===== config.mk =====
export PLATFORM = sky130hd
export DESIGN_NAME = program_counter
export DESIGN_NICKNAME = d
export VERILOG_FILES = /design/src/rtl/program_counter.sv
export SDC_FILE = /design/constraint.sdc
export NUM_CORES = 1
export LEC_CHECK = 0
export BUFFER_PORTS_ARGS = -buffer_cell sky130_fd_sc_hd__buf_2
export CAP_MARGIN = 30
export CORE_AREA = 2 2 39 41
export CTS_BUF_LIST = sky130_fd_sc_hd__clkbuf_4
export CTS_CLUSTER_SIZE = 14
export DETAILED_ROUTE_END_ITERATION = 8
export DIE_AREA = 0 0 41 43
export GPL_TIMING_DRIVEN = 1
export HOLD_SLACK_MARGIN = 0.15
export PLACE_DENSITY = 0.65
export SLEW_MARGIN = 0
export SYNTH_ARGS = -nofsm -noshare
export SYNTH_HDL_FRONTEND = slang
export SYNTH_SLANG_ARGS = --single-unit

===== constraint.sdc =====
create_clock -name i_clk -period 1.1 [get_ports i_clk]
set_input_delay 0.11 -clock i_clk [delete_from_list [all_inputs] [get_ports i_clk]]
set_output_delay 0.11 -clock i_clk [all_outputs]
set_load 0.005 [all_outputs]

===== src/rtl/program_counter.sv =====
// program_counter: SAP-U program counter.
// Holds the address of the next instruction. Under control-unit command it
// increments, loads a jump target from the 8-bit bus, or enters a sticky
// HALTED state that only reset can leave. It drives its value onto the bus
// when the control unit raises i_co.
//
// Build option: define PROGRAM_COUNTER_WRAP_FLAG_EN to compile the wrap
// detector. Without it, o_wrap is tied low and no wrap logic exists.
//
// Bus handshake: there is no valid/ready pair here. i_co is a level request
// sampled combinationally. o_bus_oe mirrors i_co in every state, including
// during reset. While o_bus_oe is high, o_bus_out carries the zero-extended
// counter; otherwise it is 8'h00. i_co never changes internal state.
//
// o_dbg_state exposes the FSM state for checkers: 0 = RUN, 1 = HALTED.
module program_counter #(
    parameter int WIDTH = 4
) (
    input  logic             i_clk,
    input  logic             i_reset,
    input  logic             i_ce,
    input  logic             i_jump,
    input  logic             i_halt,
    input  logic             i_co,
    input  logic [7:0]       i_bus_in,
    output logic [WIDTH-1:0] o_pc,
    output logic [7:0]       o_bus_out,
    output logic             o_bus_oe,
    output logic             o_halted,
    output logic             o_wrap,
    output logic             o_dbg_state
);

    typedef enum logic {
        RUN    = 1'b0,
        HALTED = 1'b1
    } state_t;

    state_t           state_q;
    logic [WIDTH-1:0] pc_q;
    logic [7:0]       pc_ext;
    logic             unused_bus;

    // Only the low WIDTH bits of the bus feed a jump; the rest are dropped.
    assign unused_bus = ^i_bus_in;

    // Control FSM: priority halt > jump > count, and HALTED is sticky.
    always_ff @(posedge i_clk) begin
        if (i_reset) begin
            state_q <= RUN;
            pc_q    <= '0;
        end else begin
            case (state_q)
                RUN: begin
                    if (i_halt) begin
                        state_q <= HALTED;
                    end else if (i_jump) begin
                        pc_q <= i_bus_in[WIDTH-1:0];
                    end else if (i_ce) begin
                        pc_q <= pc_q + WIDTH'(1);
                    end
                end
                HALTED: begin
                    state_q <= HALTED;
                end
                default: begin
                    state_q <= RUN;
                end
            endcase
        end
    end

`ifdef PROGRAM_COUNTER_WRAP_FLAG_EN
    logic wrap_q;

    // One-cycle pulse on the edge where an increment rolls all-ones to zero.
    // A jump is never a wrap, and a halt in the same cycle suppresses it.
    always_ff @(posedge i_clk) begin
        if (i_reset) begin
            wrap_q <= 1'b0;
        end else begin
            wrap_q <= (state_q == RUN) && !i_halt && !i_jump && i_ce
                      && (pc_q == {WIDTH{1'b1}});
        end
    end

    assign o_wrap = wrap_q;
`else
    assign o_wrap = 1'b0;
`endif

    // Zero-extend the counter to the bus width; works for WIDTH up to 8.
    always_comb begin
        pc_ext              = '0;
        pc_ext[WIDTH-1:0]   = pc_q;
    end

    assign o_pc        = pc_q;
    assign o_halted    = (state_q == HALTED);
    assign o_dbg_state = state_q;
    assign o_bus_oe    = i_co;
    assign o_bus_out   = i_co ? pc_ext : 8'h00;

endmodule


* Word level (Yosys, flattened, before mapping) *
Cells that the tools add are included.

word-level totals
  bits in registers = 5
  output and inout bits = 16
  input port bits = 14

operators by class
  bitwise gates (word level) = 2
  reductions and logical operators = 2
  mux-type cells = 5
  add/sub/neg operators = 1

operator list
  kind                                         number
  2-to-1 mux 4 bit                             3
  adder 4 x 1 -> 4 bit, second input constant  1
  AND reduction 3 bit                          1
  inverter 1 bit                               2
  case mux 1 bit (2 select lines)              1
  nonzero test 2 bit                           1
  2-to-1 mux 1 bit                             1

* Logic depth before layout (Yosys ltp) *
  word-level depth = 3
  depth in mapped cells = 4

* Least setup slack after synthesis *
OpenSTA, ideal clock, no wires.

  path type = register to register
  start point = register pc_q[0] (netlist: o_pc[0])
  end point = register pc_q[3] (netlist: o_pc[3])
  cell stages (with the launch flop) = 4
  clock period less this slack = 1.071 ns
  required time = 0.968 ns
  arrival time = 0.939 ns
  path slack = 0.029 ns
  cells stage by stage = dfxtp_1 -> nand3_2 -> a2111oi_2 -> o32ai_1

between the ends
  word-level cells in the longest chain between the ends = 3

ends and longest elaborated chain
  item                    line  RTL
  start, declared         40    logic [WIDTH-1:0] pc_q;
  start signal, assigned  58    pc_q <= i_bus_in[WIDTH-1:0];
  start signal, assigned  60    pc_q <= pc_q + WIDTH'(1);
  adder 4 x 1 -> 4 bit    60
  2-to-1 mux 4 bit        59    end else if (i_ce) begin
  2-to-1 mux 4 bit        57    end else if (i_jump) begin

Every way passes these cells. The select of a mux whose other input is x is not followed.
A chain may end at the register's enable or synchronous reset.

* Final worst setup path *
  start point = register pc_q[0] (netlist: o_pc[0])
  end point = output port o_bus_out[0]

between the ends
  word-level cells in the longest chain between the ends = 1

ends and longest elaborated chain
  item              line  RTL
  2-to-1 mux 4 bit  102   assign o_bus_out = i_co ? pc_ext : 8'h00;
  end, declared     27    output logic [7:0] o_bus_out,

Every way passes these cells.

==> impl_metrics.tcl <==
set metrics [dict create \
    status "finished, final reports clean" \
    core_area_sq_um 1380 \
    syn_avg_cell_area_sq_um 8.59 \
    numPlacedInstances 80 \
    start_util_pct 27.9 \
    grt_overflow 0 \
    holdWs_ps 193 \
    min_to "o_dbg_state" \
    die_x_um 41 \
    cts_max_level 1 \
    io_buffers 20 \
    r2r-start "o_pc[1]" \
    netlist_instances 45 \
    via_per_inst 4.49 \
    cts_max_path_buffers 2 \
    dr.pass1.iters 2 \
    grt_pass1_vias 348 \
    track_usage_pct 11.2 \
    final_util_pct 40.0 \
    slew_viol_final 0 \
    wl_um 869 \
    r2r_slack_ps 40 \
    cp_max_fo 4 \
    grt_max_degree 9 \
    antenna_left 0 \
    diodes 0 \
    antenna_found_initial 0 \
    root_buffer "clkbuf_4" \
    clkTransAtPathRegs_ps 40 \
    ir_drop_uv 351 \
    cts.sinks 5 \
    criticalPathCategory "reg -> out" \
    synth.distinct_cells 27 \
    ios 30 \
    nNetsFinal 85 \
    p_per_area_nw_per_um2 1040 \
    drive_gt1_share_pct 50.7 \
    ys_warn_count 0 \
    drtIter0Drc 5 \
    cts_tree "done" \
    synth-seq-cells 5 \
    gp_congestion 0.681 \
    path_cells "buf_4 -> and2_4 -> buf_6" \
    rsz0062_at_grt "true" \
    hold_start "i_halt" \
    finClkSkew_ps 1.43 \
    max_stage_delay_ps 350 \
    syn-cell-area_sq_um 387 \
    critPathTopFamily "flip-flops" \
    cts_inserted_buffers 3 \
    p_leak_nw 0.264 \
    dieHeight_um 43 \
    synth-seq-area-share_pct 25.9 \
    grt_pass1_wl_um 1320 \
    r2r-end "o_pc[2]" \
    insertion_delay_ps 240 \
    vias 382 \
    area_growth_pct 43.0 \
    dp_hpwl_um 697 \
    endpoint_kind "primary output" \
    max_cap_viol_count 0 \
    fmax_ghz 0.939 \
    period_share_pct 96.8 \
    setup_violations 0 \
    final_hold_viol_count 0 \
    drc_errors 0 \
    critical_path_required_ps 990 \
    fp-row-count 14 \
    layout.cells.non_filler 85 \
    critPathBufInv 2 \
    period_needed_ps 1060 \
    wl_per_cell_um 10.2 \
    dieArea_sq_um 1760 \
    hold-path-cell-count 3 \
    hold_path_class "in -> reg" \
    rr_worst_depth 4 \
    arrival_ps 950 \
    cp_slowest_cell "dfxtp_4" \
    cp-start-kind "flop" \
]
[cells by family (layout without fill, tap and decap cells)]
| logic type | Yosys count | after routing | synth area share [%] |
|---|---|---|---|
| AOI/OAI and AO/OA | 11 | 11 | 23.3 |
| adders and majority gates | 1 | 1 | 3.24 |
| buffers and inverters | 10 | 30 | 18.8 |
| DFF | 5 | 5 | 25.9 |
| muxes | 1 | 1 | 2.59 |
| other | 1 | 5 | 0.970 |
| and+or+nand+nor | 16 | 16 | 25.2 |
[layer usage]
metal  routed length, um  vias up  GRT usage [%]  part of all wire (%)
met1                 346      160           11.6                    40
met3                  76        2           1.57                   8.7
met5                   0        -              0                     0
li1                    -      199              -                     -
met2                 424       21           18.1                    49
met4                  21        0           10.0                   2.4
[synthesized netlist by cell type]
| cell | instances | area share (%) |
|---|---|---|
| a2111oi_2 | 1 | 3.9 |
| a21boi_0 | 1 | 1.9 |
| a21oi_1 | 2 | 2.6 |
| a311oi_1 | 2 | 4.5 |
| a31oi_1 | 1 | 1.6 |
| and2_1 | 4 | 6.5 |
| and2_2 | 1 | 1.9 |
| buf_2 | 1 | 1.3 |
| buf_4 | 7 | 14 |
| buf_6 | 1 | 2.9 |
| conb_1 | 1 | 0.97 |
| dfxtp_1 | 5 | 26 |
| ha_1 | 1 | 3.2 |
| inv_1 | 1 | 0.97 |
| mux2i_1 | 1 | 2.6 |
| nand2_1 | 2 | 1.9 |
| nand2b_1 | 1 | 1.6 |
| nand3_2 | 1 | 2.6 |
| nor2_1 | 2 | 1.9 |
| nor2_2 | 2 | 3.2 |
| nor3b_1 | 1 | 1.9 |
| o211ai_1 | 1 | 1.9 |
| o31a_1 | 1 | 2.3 |
| o32ai_1 | 1 | 2.3 |
| o41ai_1 | 1 | 2.3 |
| or2_0 | 1 | 1.6 |
| or2b_1 | 1 | 1.9 |
[worst reg2reg max path: cells and delay by family, from the launching register on]
family | cells | cell delay (ps)
compound gates | 2 | 380
flops | 1 | 360
fa+ha+maj | 1 | 160
simple gates | 1 | 40
[how the worst max path moves through the flow]
stage	from	to	slack, ps	cells after the start
floorplan	o_pc[0]	o_pc[3]	30	3
global placement	o_pc[1]	o_pc[3]	-6	3
detailed placement	o_pc[1]	o_pc[2]	-30	4
CTS	o_pc[0]	o_bus_out[0]	1	3
global route	o_pc[2]	o_bus_out[2]	-20	3
finish	o_pc[0]	o_bus_out[0]	40	3
[power by group]
part | internal [mW] | switching (mW)
Clock | 0.162 | 0.0772
Sequential | 0.194 | 0.0154
Combinational | 0.0688 | 0.0600
[area by class of cell]
| type | instances | area, sq um |
|---|---|---|
| Clock buffer | 4 | 30.0 |
| Fill cell | 146 | 831 |
| Inverter | 1 | 3.75 |
| Multi-Input combinational cell | 34 | 248 |
| Sequential cell | 5 | 105 |
| Tap cell | 16 | 20.0 |
| Timing Repair Buffer | 25 | 146 |
[registers in the layout (all words and copies together), names as in the netlist]
| name | count |
|---|---|
| o_pc | 4 |
| o_dbg_state | 1 |
[layout by cell type (no fill, tap or decap)]
cell type,synthesis,layout
nand2b_1,1,1
buf_6,1,1
a311oi_1,2,2
buf_4,7,4
a21oi_1,2,2
buf_2,1,19
a21boi_0,1,1
clkbuf_4,0,4
dlygate4sd3_1,0,1
nand2_1,2,2
nand3_2,1,1
o211ai_1,1,1
a2111oi_4,0,1
dfxtp_4,0,1
a31oi_1,1,1
mux2i_1,1,1
and2_4,0,1
o31a_1,1,1
ha_1,1,1
or2b_1,1,1
o32ai_1,1,1
inv_1,1,1
nor3b_1,1,1
o41ai_1,1,1
and2_1,4,4
dfxtp_2,0,1
nor2_4,0,1
or2_0,1,1
dfxtp_1,5,3
conb_1,1,5
nor2_1,2,2
nor2_2,2,1
[stage by stage]
stage / setup slack (ps) / cell area [sq um] / power, mW / TNS, ps
final: 35.2 / 553 / 0.577 / 0
after global routing: -16.3 / 553 / 0.617 / -30.4
after CTS: 1.49 / 526 / 0.581 / 0
after detailed placement: -30.8 / 483 / 0.328 / -30.8
after global placement: -5.90 / 483 / 0.326 / -5.90
after floorplan: 28.6 / 402 / 0.288 / 0
[repair_timing]
action | in CTS | in global routing
resized for setup | 2 | 5
endpoints found under the hold margin | 4 | 0
endpoints found under the setup margin | 3 | 6
buffers inserted | 0 | 0
hold buffers | 1 | 0
Power figures use the tool's default switching activity.
